--- config.mk ---
export PLATFORM = sky130hd
export DESIGN_NAME = router_pkt_tx_flat
export DESIGN_NICKNAME = d
export VERILOG_FILES = /design/src/rtl/router_pkg.sv /design/src/rtl/router_pkt_tx_if.sv /design/src/rtl/router_tx_fifo.sv /design/src/rtl/router_pkt_tx.sv /design/src/flat_wrapper.sv
export SDC_FILE = /design/constraint.sdc
export NUM_CORES = 1
export LEC_CHECK = 0
export CAP_MARGIN = 20
export CORE_ASPECT_RATIO = 0.5
export CORE_UTILIZATION = 25
export CTS_CLUSTER_DIAMETER = 50
export CTS_CLUSTER_SIZE = 12
export DETAILED_ROUTE_END_ITERATION = 6
export SYNTH_ARGS = -nofsm -noshare
export SYNTH_HDL_FRONTEND = slang
export SYNTH_HIERARCHICAL = 1
export SYNTH_SLANG_ARGS = --single-unit
--- constraint.sdc ---
create_clock -name clk -period 5.7 [get_ports clk]
set_input_delay 1.425 -clock clk [delete_from_list [all_inputs] [get_ports clk]]
set_output_delay 1.425 -clock clk [all_outputs]
set_load 0.005 [all_outputs]
--- src/rtl/router_pkg.sv ---
// Shared definitions for the router packet transmitter: header field layout,
// command limits, transmitter state encoding and small byte helpers.
package router_pkg;

  localparam int HDR_DEST_LSB = 0;
  localparam int HDR_DEST_MSB = 1;
  localparam int HDR_LEN_LSB  = 2;
  localparam int HDR_LEN_MSB  = 5;

  localparam logic [1:0] DEST_INVALID = 2'd3;
  localparam logic [3:0] MAX_LEN      = 4'd15;

  // Width of the buffered-byte count exposed on fifo_count.
  localparam int COUNT_W = 5;

  typedef enum logic [2:0] {
    TX_IDLE    = 3'd0,
    TX_HDR     = 3'd1,
    TX_PAYLOAD = 3'd2,
    TX_PARITY  = 3'd3,
    TX_GAP     = 3'd4
  } tx_state_t;

  // Header byte: top two bits zero, length, destination.
  function automatic logic [7:0] make_header(input logic [1:0] dest, input logic [3:0] len);
    logic [7:0] hdr;
    hdr = 8'h00;
    hdr[HDR_DEST_MSB:HDR_DEST_LSB] = dest;
    hdr[HDR_LEN_MSB:HDR_LEN_LSB]   = len;
    return hdr;
  endfunction

  // Running parity: XOR of every byte folded in so far.
  function automatic logic [7:0] parity_fold(input logic [7:0] acc, input logic [7:0] data);
    return acc ^ data;
  endfunction

  // A command the router could never route is dropped instead of sent.
  function automatic logic cmd_is_invalid(input logic [1:0] dest, input logic [3:0] len);
    return (dest == DEST_INVALID) || (len == 4'd0);
  endfunction

endpackage

--- src/rtl/router_pkt_tx_if.sv ---
// Host/router-facing signal bundle of router_pkt_tx.
// master: the host/test source side; slave: the transmitter itself.
// ROUTER_TX_ERR_INJECT_EN adds the inject_err request line.
interface router_pkt_tx_if;
  import router_pkg::*;

  logic               data_valid;
  logic [7:0]         data_in;
  logic               data_ready;
  logic               cmd_valid;
  logic [1:0]         cmd_dest;
  logic [3:0]         cmd_len;
  logic               cmd_ready;
  logic               busy_i;
  logic               pkt_valid;
  logic [7:0]         pkt_data;
  logic               tx_done;
  logic               cmd_err;
  logic [COUNT_W-1:0] fifo_count;
`ifdef ROUTER_TX_ERR_INJECT_EN
  logic               inject_err;
`endif

  modport master (
`ifdef ROUTER_TX_ERR_INJECT_EN
    output inject_err,
`endif
    output data_valid, data_in, cmd_valid, cmd_dest, cmd_len, busy_i,
    input  data_ready, cmd_ready, pkt_valid, pkt_data, tx_done, cmd_err, fifo_count
  );

  modport slave (
`ifdef ROUTER_TX_ERR_INJECT_EN
    input  inject_err,
`endif
    input  data_valid, data_in, cmd_valid, cmd_dest, cmd_len, busy_i,
    output data_ready, cmd_ready, pkt_valid, pkt_data, tx_done, cmd_err, fifo_count
  );

endinterface

--- src/rtl/router_tx_fifo.sv ---
// Synchronous payload FIFO, 8 bits wide, DEPTH entries. The head entry is
// visible combinationally; reset flushes pointers and count (contents kept).
// A push is only taken while there is room, a pop only while data is held.
module router_tx_fifo
  import router_pkg::*;
#(
  parameter int DEPTH = 16
) (
  input  logic               clk,
  input  logic               resetn,
  input  logic               push,
  input  logic [7:0]         din,
  input  logic               pop,
  output logic [7:0]         head,
  output logic [COUNT_W-1:0] count,
  output logic               can_push
);

  localparam int AW = (DEPTH > 1) ? $clog2(DEPTH) : 1;

  logic [7:0]         mem_r [DEPTH];
  logic [AW-1:0]      wr_ptr_r;
  logic [AW-1:0]      rd_ptr_r;
  logic [COUNT_W-1:0] count_r;
  logic               push_s;
  logic               pop_s;

  // Pointer advance with explicit wrap so non-power-of-two depths work.
  function automatic logic [AW-1:0] ptr_next(input logic [AW-1:0] ptr);
    if (ptr == AW'(DEPTH - 1)) begin
      return {AW{1'b0}};
    end else begin
      return ptr + AW'(1);
    end
  endfunction

  assign can_push = (count_r < COUNT_W'(DEPTH));
  assign push_s   = push & can_push;
  assign pop_s    = pop & (count_r != {COUNT_W{1'b0}});
  assign head     = mem_r[rd_ptr_r];
  assign count    = count_r;

  // Storage write; no reset needed since the count gates every read.
  always_ff @(posedge clk) begin
    if (push_s) begin
      mem_r[wr_ptr_r] <= din;
    end
  end

  // Pointers and occupancy; simultaneous push and pop leaves the count unchanged.
  always_ff @(posedge clk) begin
    if (!resetn) begin
      wr_ptr_r <= {AW{1'b0}};
      rd_ptr_r <= {AW{1'b0}};
      count_r  <= {COUNT_W{1'b0}};
    end else begin
      if (push_s) begin
        wr_ptr_r <= ptr_next(wr_ptr_r);
      end
      if (pop_s) begin
        rd_ptr_r <= ptr_next(rd_ptr_r);
      end
      case ({push_s, pop_s})
        2'b10:   count_r <= count_r + COUNT_W'(1);
        2'b01:   count_r <= count_r - COUNT_W'(1);
        default: count_r <= count_r;
      endcase
    end
  end

endmodule

--- src/rtl/router_pkt_tx.sv ---
// Packet transmitter for the 3-channel router input port. Host payload bytes
// are buffered, then a command emits header, payload and parity back to back
// with pkt_valid high, followed by a quiet gap so the router can check parity.
// Optional feature: define ROUTER_TX_ERR_INJECT_EN to add inject_err, which
// flips bit 0 of the parity byte of the packet it was sampled with.
//
// state_r names what is on pkt_valid/pkt_data during the current cycle; the
// next-state logic computes the following cycle's outputs, which are loaded
// into output registers together with the state.
module router_pkt_tx
  import router_pkg::*;
#(
  parameter int DEPTH      = 16,
  parameter int GAP_CYCLES = 2
) (
  input  logic           clk,
  input  logic           resetn,
  router_pkt_tx_if.slave bus
);

  // The gap counter holds the low cycles still owed before IDLE; the IDLE
  // cycle itself is the last low cycle, so GAP lasts GAP_CYCLES-1 cycles.
  localparam int GW = (GAP_CYCLES > 1) ? $clog2(GAP_CYCLES) : 1;
  localparam int RW = $bits(MAX_LEN);

  tx_state_t          state_r, state_s;
  logic [RW-1:0]      rem_r, rem_s;
  logic [7:0]         parity_r, parity_s;
  logic [GW-1:0]      gap_r, gap_s;
  logic               inject_r, inject_s;
  logic               pkt_valid_r, pkt_valid_s;
  logic [7:0]         pkt_data_r, pkt_data_s;
  logic               tx_done_r, tx_done_s;
  logic               cmd_err_r, cmd_err_s;
  logic               cmd_ready_s;
  logic               cmd_bad_s;
  logic               pop_s;
  logic [7:0]         hdr_s;
  logic [7:0]         head_s;
  logic [COUNT_W-1:0] count_s;
  logic               can_push_s;

  router_tx_fifo #(
    .DEPTH (DEPTH)
  ) u_fifo (
    .clk      (clk),
    .resetn   (resetn),
    .push     (bus.data_valid),
    .din      (bus.data_in),
    .pop      (pop_s),
    .head     (head_s),
    .count    (count_s),
    .can_push (can_push_s)
  );

  assign cmd_bad_s      = cmd_is_invalid(bus.cmd_dest, bus.cmd_len);
  assign hdr_s          = make_header(bus.cmd_dest, bus.cmd_len);
  assign bus.data_ready = can_push_s;
  assign bus.fifo_count = count_s;
  assign bus.cmd_ready  = cmd_ready_s;
  assign bus.pkt_valid  = pkt_valid_r;
  assign bus.pkt_data   = pkt_data_r;
  assign bus.tx_done    = tx_done_r;
  assign bus.cmd_err    = cmd_err_r;

  // Next state and next-cycle outputs. A payload byte is popped on the edge
  // that moves it onto pkt_data, so the FIFO head is always the next byte.
  always_comb begin
    state_s     = state_r;
    rem_s       = rem_r;
    parity_s    = parity_r;
    gap_s       = gap_r;
    inject_s    = inject_r;
    pkt_valid_s = 1'b0;
    pkt_data_s  = 8'h00;
    tx_done_s   = 1'b0;
    cmd_err_s   = 1'b0;
    cmd_ready_s = 1'b0;
    pop_s       = 1'b0;
    case (state_r)
      TX_IDLE: begin
        // Requiring the whole payload up front is what keeps the packet bubble-free.
        cmd_ready_s = !bus.busy_i && (gap_r == {GW{1'b0}}) &&
                      (cmd_bad_s || (count_s >= COUNT_W'(bus.cmd_len)));
        if (bus.cmd_valid && cmd_ready_s) begin
          if (cmd_bad_s) begin
            cmd_err_s = 1'b1;
          end else begin
            state_s     = TX_HDR;
            pkt_valid_s = 1'b1;
            pkt_data_s  = hdr_s;
            parity_s    = hdr_s;
            rem_s       = bus.cmd_len;
`ifdef ROUTER_TX_ERR_INJECT_EN
            inject_s    = bus.inject_err;
`else
            inject_s    = 1'b0;
`endif
          end
        end else begin
          state_s = TX_IDLE;
        end
      end
      TX_HDR: begin
        state_s     = TX_PAYLOAD;
        pkt_valid_s = 1'b1;
        pkt_data_s  = head_s;
        pop_s       = 1'b1;
        parity_s    = parity_fold(parity_r, head_s);
        rem_s       = rem_r - RW'(1);
      end
      TX_PAYLOAD: begin
        pkt_valid_s = 1'b1;
        if (rem_r != {RW{1'b0}}) begin
          pkt_data_s = head_s;
          pop_s      = 1'b1;
          parity_s   = parity_fold(parity_r, head_s);
          rem_s      = rem_r - RW'(1);
        end else begin
          state_s    = TX_PARITY;
          pkt_data_s = parity_fold(parity_r, {7'b0000000, inject_r});
          tx_done_s  = 1'b1;
        end
      end
      TX_PARITY: begin
        gap_s = GW'(GAP_CYCLES - 1);
        if (gap_s != {GW{1'b0}}) begin
          state_s = TX_GAP;
        end else begin
          state_s = TX_IDLE;
        end
      end
      TX_GAP: begin
        if (gap_r != GW'(1)) begin
          gap_s   = gap_r - GW'(1);
          state_s = TX_GAP;
        end else begin
          gap_s   = {GW{1'b0}};
          state_s = TX_IDLE;
        end
      end
      default: begin
        state_s = TX_IDLE;
        gap_s   = {GW{1'b0}};
      end
    endcase
  end

  // State and output registers; reset abandons any packet in flight.
  always_ff @(posedge clk) begin
    if (!resetn) begin
      state_r     <= TX_IDLE;
      rem_r       <= {RW{1'b0}};
      parity_r    <= 8'h00;
      gap_r       <= {GW{1'b0}};
      inject_r    <= 1'b0;
      pkt_valid_r <= 1'b0;
      pkt_data_r  <= 8'h00;
      tx_done_r   <= 1'b0;
      cmd_err_r   <= 1'b0;
    end else begin
      state_r     <= state_s;
      rem_r       <= rem_s;
      parity_r    <= parity_s;
      gap_r       <= gap_s;
      inject_r    <= inject_s;
      pkt_valid_r <= pkt_valid_s;
      pkt_data_r  <= pkt_data_s;
      tx_done_r   <= tx_done_s;
      cmd_err_r   <= cmd_err_s;
    end
  end

endmodule

--- src/flat_wrapper.sv ---
// flat-port wrapper written by rule: the top's interface ports become plain ports
module router_pkt_tx_flat import router_pkg::*;
#(
  parameter int DEPTH      = 16,
  parameter int GAP_CYCLES = 2
)
  (clk, resetn, bus_data_valid, bus_data_in, bus_cmd_valid, bus_cmd_dest, bus_cmd_len, bus_busy_i, bus_data_ready, bus_cmd_ready, bus_pkt_valid, bus_pkt_data, bus_tx_done, bus_cmd_err, bus_fifo_count);
  router_pkt_tx_if bus_i ();
  input  logic clk;
  input  logic resetn;
  input wire logic [$bits(bus_i.data_valid)-1:0] bus_data_valid;
  input wire logic [$bits(bus_i.data_in)-1:0] bus_data_in;
  input wire logic [$bits(bus_i.cmd_valid)-1:0] bus_cmd_valid;
  input wire logic [$bits(bus_i.cmd_dest)-1:0] bus_cmd_dest;
  input wire logic [$bits(bus_i.cmd_len)-1:0] bus_cmd_len;
  input wire logic [$bits(bus_i.busy_i)-1:0] bus_busy_i;
  output wire logic [$bits(bus_i.data_ready)-1:0] bus_data_ready;
  output wire logic [$bits(bus_i.cmd_ready)-1:0] bus_cmd_ready;
  output wire logic [$bits(bus_i.pkt_valid)-1:0] bus_pkt_valid;
  output wire logic [$bits(bus_i.pkt_data)-1:0] bus_pkt_data;
  output wire logic [$bits(bus_i.tx_done)-1:0] bus_tx_done;
  output wire logic [$bits(bus_i.cmd_err)-1:0] bus_cmd_err;
  output wire logic [$bits(bus_i.fifo_count)-1:0] bus_fifo_count;
  assign bus_i.data_valid = bus_data_valid;
  assign bus_i.data_in = bus_data_in;
  assign bus_i.cmd_valid = bus_cmd_valid;
  assign bus_i.cmd_dest = bus_cmd_dest;
  assign bus_i.cmd_len = bus_cmd_len;
  assign bus_i.busy_i = bus_busy_i;
  assign bus_data_ready = bus_i.data_ready;
  assign bus_cmd_ready = bus_i.cmd_ready;
  assign bus_pkt_valid = bus_i.pkt_valid;
  assign bus_pkt_data = bus_i.pkt_data;
  assign bus_tx_done = bus_i.tx_done;
  assign bus_cmd_err = bus_i.cmd_err;
  assign bus_fifo_count = bus_i.fifo_count;
  router_pkt_tx #(.DEPTH(DEPTH), .GAP_CYCLES(GAP_CYCLES)) u_core (.clk(clk), .resetn(resetn), .bus(bus_i));
endmodule
# == After elaboration in Yosys (flattened, before gate mapping) ==
# Memory sizes are Yosys's and may differ from the RTL's. A register that Yosys moved wholly into a read port is not among the register bits.
# Cells that the tools add are included.
# op_classes
add_sub_neg,6
multipliers,0
n_div,0
n_lt_le_gt_ge,2
eq_ne,14
n_shift,0
mux,34
bitwise_logic,4
n_reduce_logical,18
# op_table
operator,n
$pmux 8 s3,2
$mux 8,5
$mux 4,7
$pmux 3 s5,1
$mux 3,4
$pmux 4 s3,1
$pmux 5 s2,1
$mux 1,9
$add 4x1->4 const B,2
$eq 4x4->1 const B,2
$xor 8x8->8,1
$eq 3x2->1 const B,2
$mux 6,1
$add 5x1->5 const B,1
$ge 5x4->1,1
$lt 5x5->1 const B,1
$reduce_bool 5->1,1
$sub 5x1->5 const B,1
$eq 2x2->1 const B,2
$logic_not 4->1,1
$ne 2x1->1 const B,2
$ne 2x2->1 const B,2
$pmux 1 s2,2
$reduce_and 2->1,2
other kinds (20),24
# totals
regBits,40
latch_bits,0
mem_bits_rw,128
mem_bits_ro,0
input_bits,19
out_inout_bits,18
elab_cells,90
memories,1
# mem_list
memory,words,word_bits,rd,rd_clocked_by_memory_dff,wr,line,rtl
u_core.u_fifo.mem_r,16,8,1,1,1,router_tx_fifo.sv:21,logic [7:0] mem_r [DEPTH];

# == Depth between registers and ports, before layout ==
# Gate-level depths: netlist of run 1.
# logic_depth
depth_word,7
mapped_depth,15
depth_no_buf,13

# == Cells and area by module ==
# The synthesis of run 1 kept the hierarchy.
# by_module_without_submodules
module,instances,cells_per_inst,area_each_um2,seq_area_each_um2
router_tx_fifo,1,328,5950.7,4184.0
router_pkt_tx,1,183,1516.5,540.5

# == Worst setup path before layout of run 1 ==
# OpenSTA, ideal clock, no wires.
# synth_timing
path_type,input port to output port
start,input port bus_cmd_len[2]
end,output port bus_cmd_ready
arrival_time_ps,2780
required_ps,4275
path_slack_ps,1495
path_stages,6
n_path_buf,0
path_cell_list,inv_1 > ha_1 > or4_1 > a21oi_2 > o21ai_0 > and3_1
# synth_between
elab_chain_len,5
elab_cells_between_ends,6
cone_classes,order compare (1); mux (1); reduce/logical (4)
# synth_rtl
element,line,rtl
from (decl),flat_wrapper.sv:15,input wire logic [$bits(bus_i.cmd_len)-1:0] bus_cmd_len;
"parallel branches: the longest is 2 deep, another holds $ge 5x4->1",--,
$logic_or 1x1->1 *,router_pkt_tx.sv:84,(cmd_bad_s || (count_s >= COUNT_W'(bus.cmd_len)));
$logic_and 1x1->1 *,router_pkt_tx.sv:83,cmd_ready_s = !bus.busy_i && (gap_r == {GW{1'b0}}) &&
$mux 1 *,router_pkt_tx.sv:80,case (state_r)
to (decl),flat_wrapper.sv:18,output wire logic [$bits(bus_i.cmd_ready)-1:0] bus_cmd_ready;
# Every way passes the cells marked *.

# == Worst setup path after layout of run 1 ==
# Same ends and word-level chain as after synthesis.

==> results.yml, run 1 <==
global_routing:
  antenna_found_initial: 0
  grt_pass1_wl_um: 26000
  overflow: 0
  grt_pass1_vias: 4520
  grt_max_degree: 33
  grt_use_total_pct: 11.2
detailed_routing:
  ant_nets: 0
  routed_via_density: 4.77
  drt_iter0_markers: 422
  drc: 0
  drt-wirelength-per-cell_um: 17.4
  vias: 4555
  first_pass_iters: 5
  routed_wl_um: 16600
cts:
  cts_buffer_depth: 2
  cts.hold.buffers_added: 0
  cts_max_level: 4
  cts_root_buf: "clkbuf_16"
  clock_sinks: 172
  cts_tree: "done"
  clkLatencyLatePin_ps: 440
  cts_resized: 0
  post_cts_buffers: 0
  clkTransAtPathRegs_ps: 70
  cts_buffers: 17
worst_setup_path:
  cp.arrival_ps: 3950
  ff2ff_path_depth: 14
  crit_path_frequent_cell: "clkdlybuf4s50_1"
  cp_max_fo: 4
  reg2reg_to: "u_core/u_fifo/count[4]"
  crit_chain: "clkdlybuf4s50_1 -> inv_1 -> ha_1 -> o21a_1 -> nor3_1 -> o21ai_0 -> and3_1 -> clkdlybuf4s50_1"
  r2r_slack_ps: 2410
  required_ps: 4280
  end_kind: "output port"
  r2r_start: "u_core/rem_r[0]"
  startpoint_type: "primary input"
  cpMaxStageDelayCell: "clkdlybuf4s50_1"
  cp_slowest_stage_delay_ps: 550
  worst-setup-path-type: "primary input to output port"
worst_hold_path:
  min_to: "u_core/parity_r[5]"
  min_from: "u_core/parity_r[5]"
  min_path_cells: 2
  hold_path_class: "flip-flop to flip-flop"
die:
  fp.coreArea_um2: 29200
  num_io_pins: 37
  num_rows: 44
  initial_core_util_pct: 25.6
  die-area_um2: 30600
  die_y_um: 124
  die_width_um: 246
logic_synthesis:
  synth_area_leaders: "edfxtp_1, dfxtp_1, mux4_1"
  synth_cell_types: 68
  syn_area_um2: 7470
  yosysWarnings: 6
  synth_nets: 544
  synth_edf_count: 128
  synth_async_sr_flop_share_pct: 0
  synthFlopType: "edfxtp_1"
  synth-seq-cells: 172
  avgSynthCellArea_um2: 14.6
  yosys.area.top_type: "edfxtp_1"
  synth_seq_area_share_pct: 63.3
  synthCells: 511
  synth_top_area_share_pct: 51.5
outcome:
  outcome: "finished, final reports clean"
power:
  p_leak_uw: 0.00286
  power_density_nw_per_um2: 306
  vdd_ir_drop_max_uv: 187
final_layout:
  area_growth_pct: 17.7
  multiInputGateArea_um2: 2510
  fillCellCount: 2897
  seq_area_um2: 4730
  n_antenna_cell: 0
  final_area_um2: 8790
  final_nets: 583
  drive_gt1_share_pct: 12.6
  fin_util_pct: 30.1
timing:
  fin_crit_sh_pct: 94.3
  skew_ps: 15.5
  finalMaxSlewViolations: 0
  setup_viol_count_final: 0
  clock.fmax_ghz: 0.186
  rsz0062_at_grt: "no"
  maxSlewHeadroom_pct: 31.1
  hold_viol: 0
  worstMarginPinSlew_ps: 1030
  min_period_ps: 5370
  setup_tns_ps: 0
placed_design:
  gp_congestion: 0.891
  hpwl_um: 10900
  postPlaceCellArea_um2: 8230
  port_buffers: 36
run:
  drv_cap: 0
==> metrics by stage <==
step	setup slack [ps]	hold WS [ps]	power [uW]	cells
finish	328	496	2690	954
global route	246	537	2780	954
CTS	386	492	2710	954
detailed placement	383	481	1620	922
global placement	415	467	1610	922
floorplan	1500	447	1530	511
==> critical path: cells and delay by family <==
| family | cells | cell delay [ps] |
|---|---|---|
| fa+ha+maj | 1 | 290 |
| simple gates | 2 | 700 |
| compound gates | 2 | 470 |
| buf+inv | 3 | 1070 |
==> area by class of cell <==
cell class	instances	share of cell area, %
sequential	172	53.8
multi-input combinational	293	28.5
tap	391	5.57
timing repair buffer	46	4.95
clock buffer	18	4.88
clock inverter	14	1.47
inverter	20	0.854
==> kinds of logic (layout without fill, tap and decap cells) <==
| group | after synthesis | after routing | share of synthesized area (%) |
|---|---|---|---|
| flops | 172 | 172 | 63.3 |
| simple gates | 132 | 132 | 9.27 |
| compound gates | 106 | 106 | 10.3 |
| buf+inv | 46 | 98 | 3.23 |
| mux | 36 | 36 | 11.0 |
| fa+ha+maj | 14 | 14 | 2.35 |
| xor+xnor | 5 | 5 | 0.587 |
==> synthesized netlist by cell type, drive strengths merged, types with 3 or more instances <==
| cell | n |
|---|---|
| edfxtp | 128 |
| dfxtp | 44 |
| nand2 | 39 |
| mux4 | 32 |
| nor2 | 31 |
| a21oi | 24 |
| inv | 20 |
| o21ai | 19 |
| a22oi | 18 |
| buf | 14 |
| ha | 14 |
| clkbuf | 9 |
| nand2b | 9 |
| nor3 | 8 |
| nand3 | 7 |
| a32oi | 6 |
| a21boi | 5 |
| and2 | 5 |
| nor3b | 5 |
| o211ai | 5 |
| a31oi | 4 |
| mux2i | 4 |
| nor2b | 4 |
| nor4 | 4 |
| o21a | 4 |
| o311ai | 4 |
| o31ai | 4 |
| a311oi | 3 |
| and3 | 3 |
| or2 | 3 |
| xnor2 | 3 |
==> how the worst max path moves through the flow <==
stage	startpoint	to	cells after the start	slack (ps)
2_1_floorplan	bus_cmd_len[2]	bus_cmd_ready	6	1500
3_3_place_gp	bus_cmd_len[2]	bus_cmd_ready	8	420
3_5_place_dp	bus_cmd_len[2]	bus_cmd_ready	8	380
4_1_cts	bus_cmd_len[2]	bus_cmd_ready	8	390
5_1_grt	bus_cmd_len[2]	bus_cmd_ready	8	250
6_report	bus_cmd_len[2]	bus_cmd_ready	8	330
==> state kept, by name, indices dropped and copies added, names as in the netlist, 3 cells and up, named ones only <==
name                    cells
u_core/u_fifo/mem_r       128
u_core/u_fifo/wr_ptr_r      4
u_core/bus.pkt_data         8
u_core/u_fifo/count         5
u_core/rem_r                4
u_core/u_fifo/rd_ptr_r      4
u_core/parity_r             8
u_core/state_r              3
==> routing by layer <==
metal  GRT usage, %  wire [um]  vias up
met5              0          0        -
met4           4.54        328        0
met3           2.14        576       24
met2           18.2       8060      127
met1           14.7       7620     2318
li1               -          -     2086
==> layout by cell type (no fill, tap or decap), drive strengths merged, types with 14 or more instances in the layout <==
cell type / netlist / final
inv: 20 / 27
o21ai: 19 / 19
mux4: 32 / 32
clkbuf: 9 / 18
clkdlybuf4s50: 0 / 36
nor2: 31 / 31
dfxtp: 44 / 44
edfxtp: 128 / 128
ha: 14 / 14
nand2: 39 / 39
a21oi: 24 / 24
a22oi: 18 / 18
==> power by group <==
| group | leakage (uW) | total [uW] | internal, uW | switching, uW |
|---|---|---|---|---|
| Sequential | 0.00151 | 1390 | 1370 | 22.5 |
| Combinational | 0.00108 | 201 | 83.5 | 118 |
| Clock | 0.000263 | 1100 | 575 | 520 |
No activity file was read; power rests on OpenSTA's default activity.
==> run 2: changes to the inputs <==
TNS_END_PERCENT = 50   (was default)
==> results of run 2 <==
Final layout, timing and power as in run 1 (identical DEF).
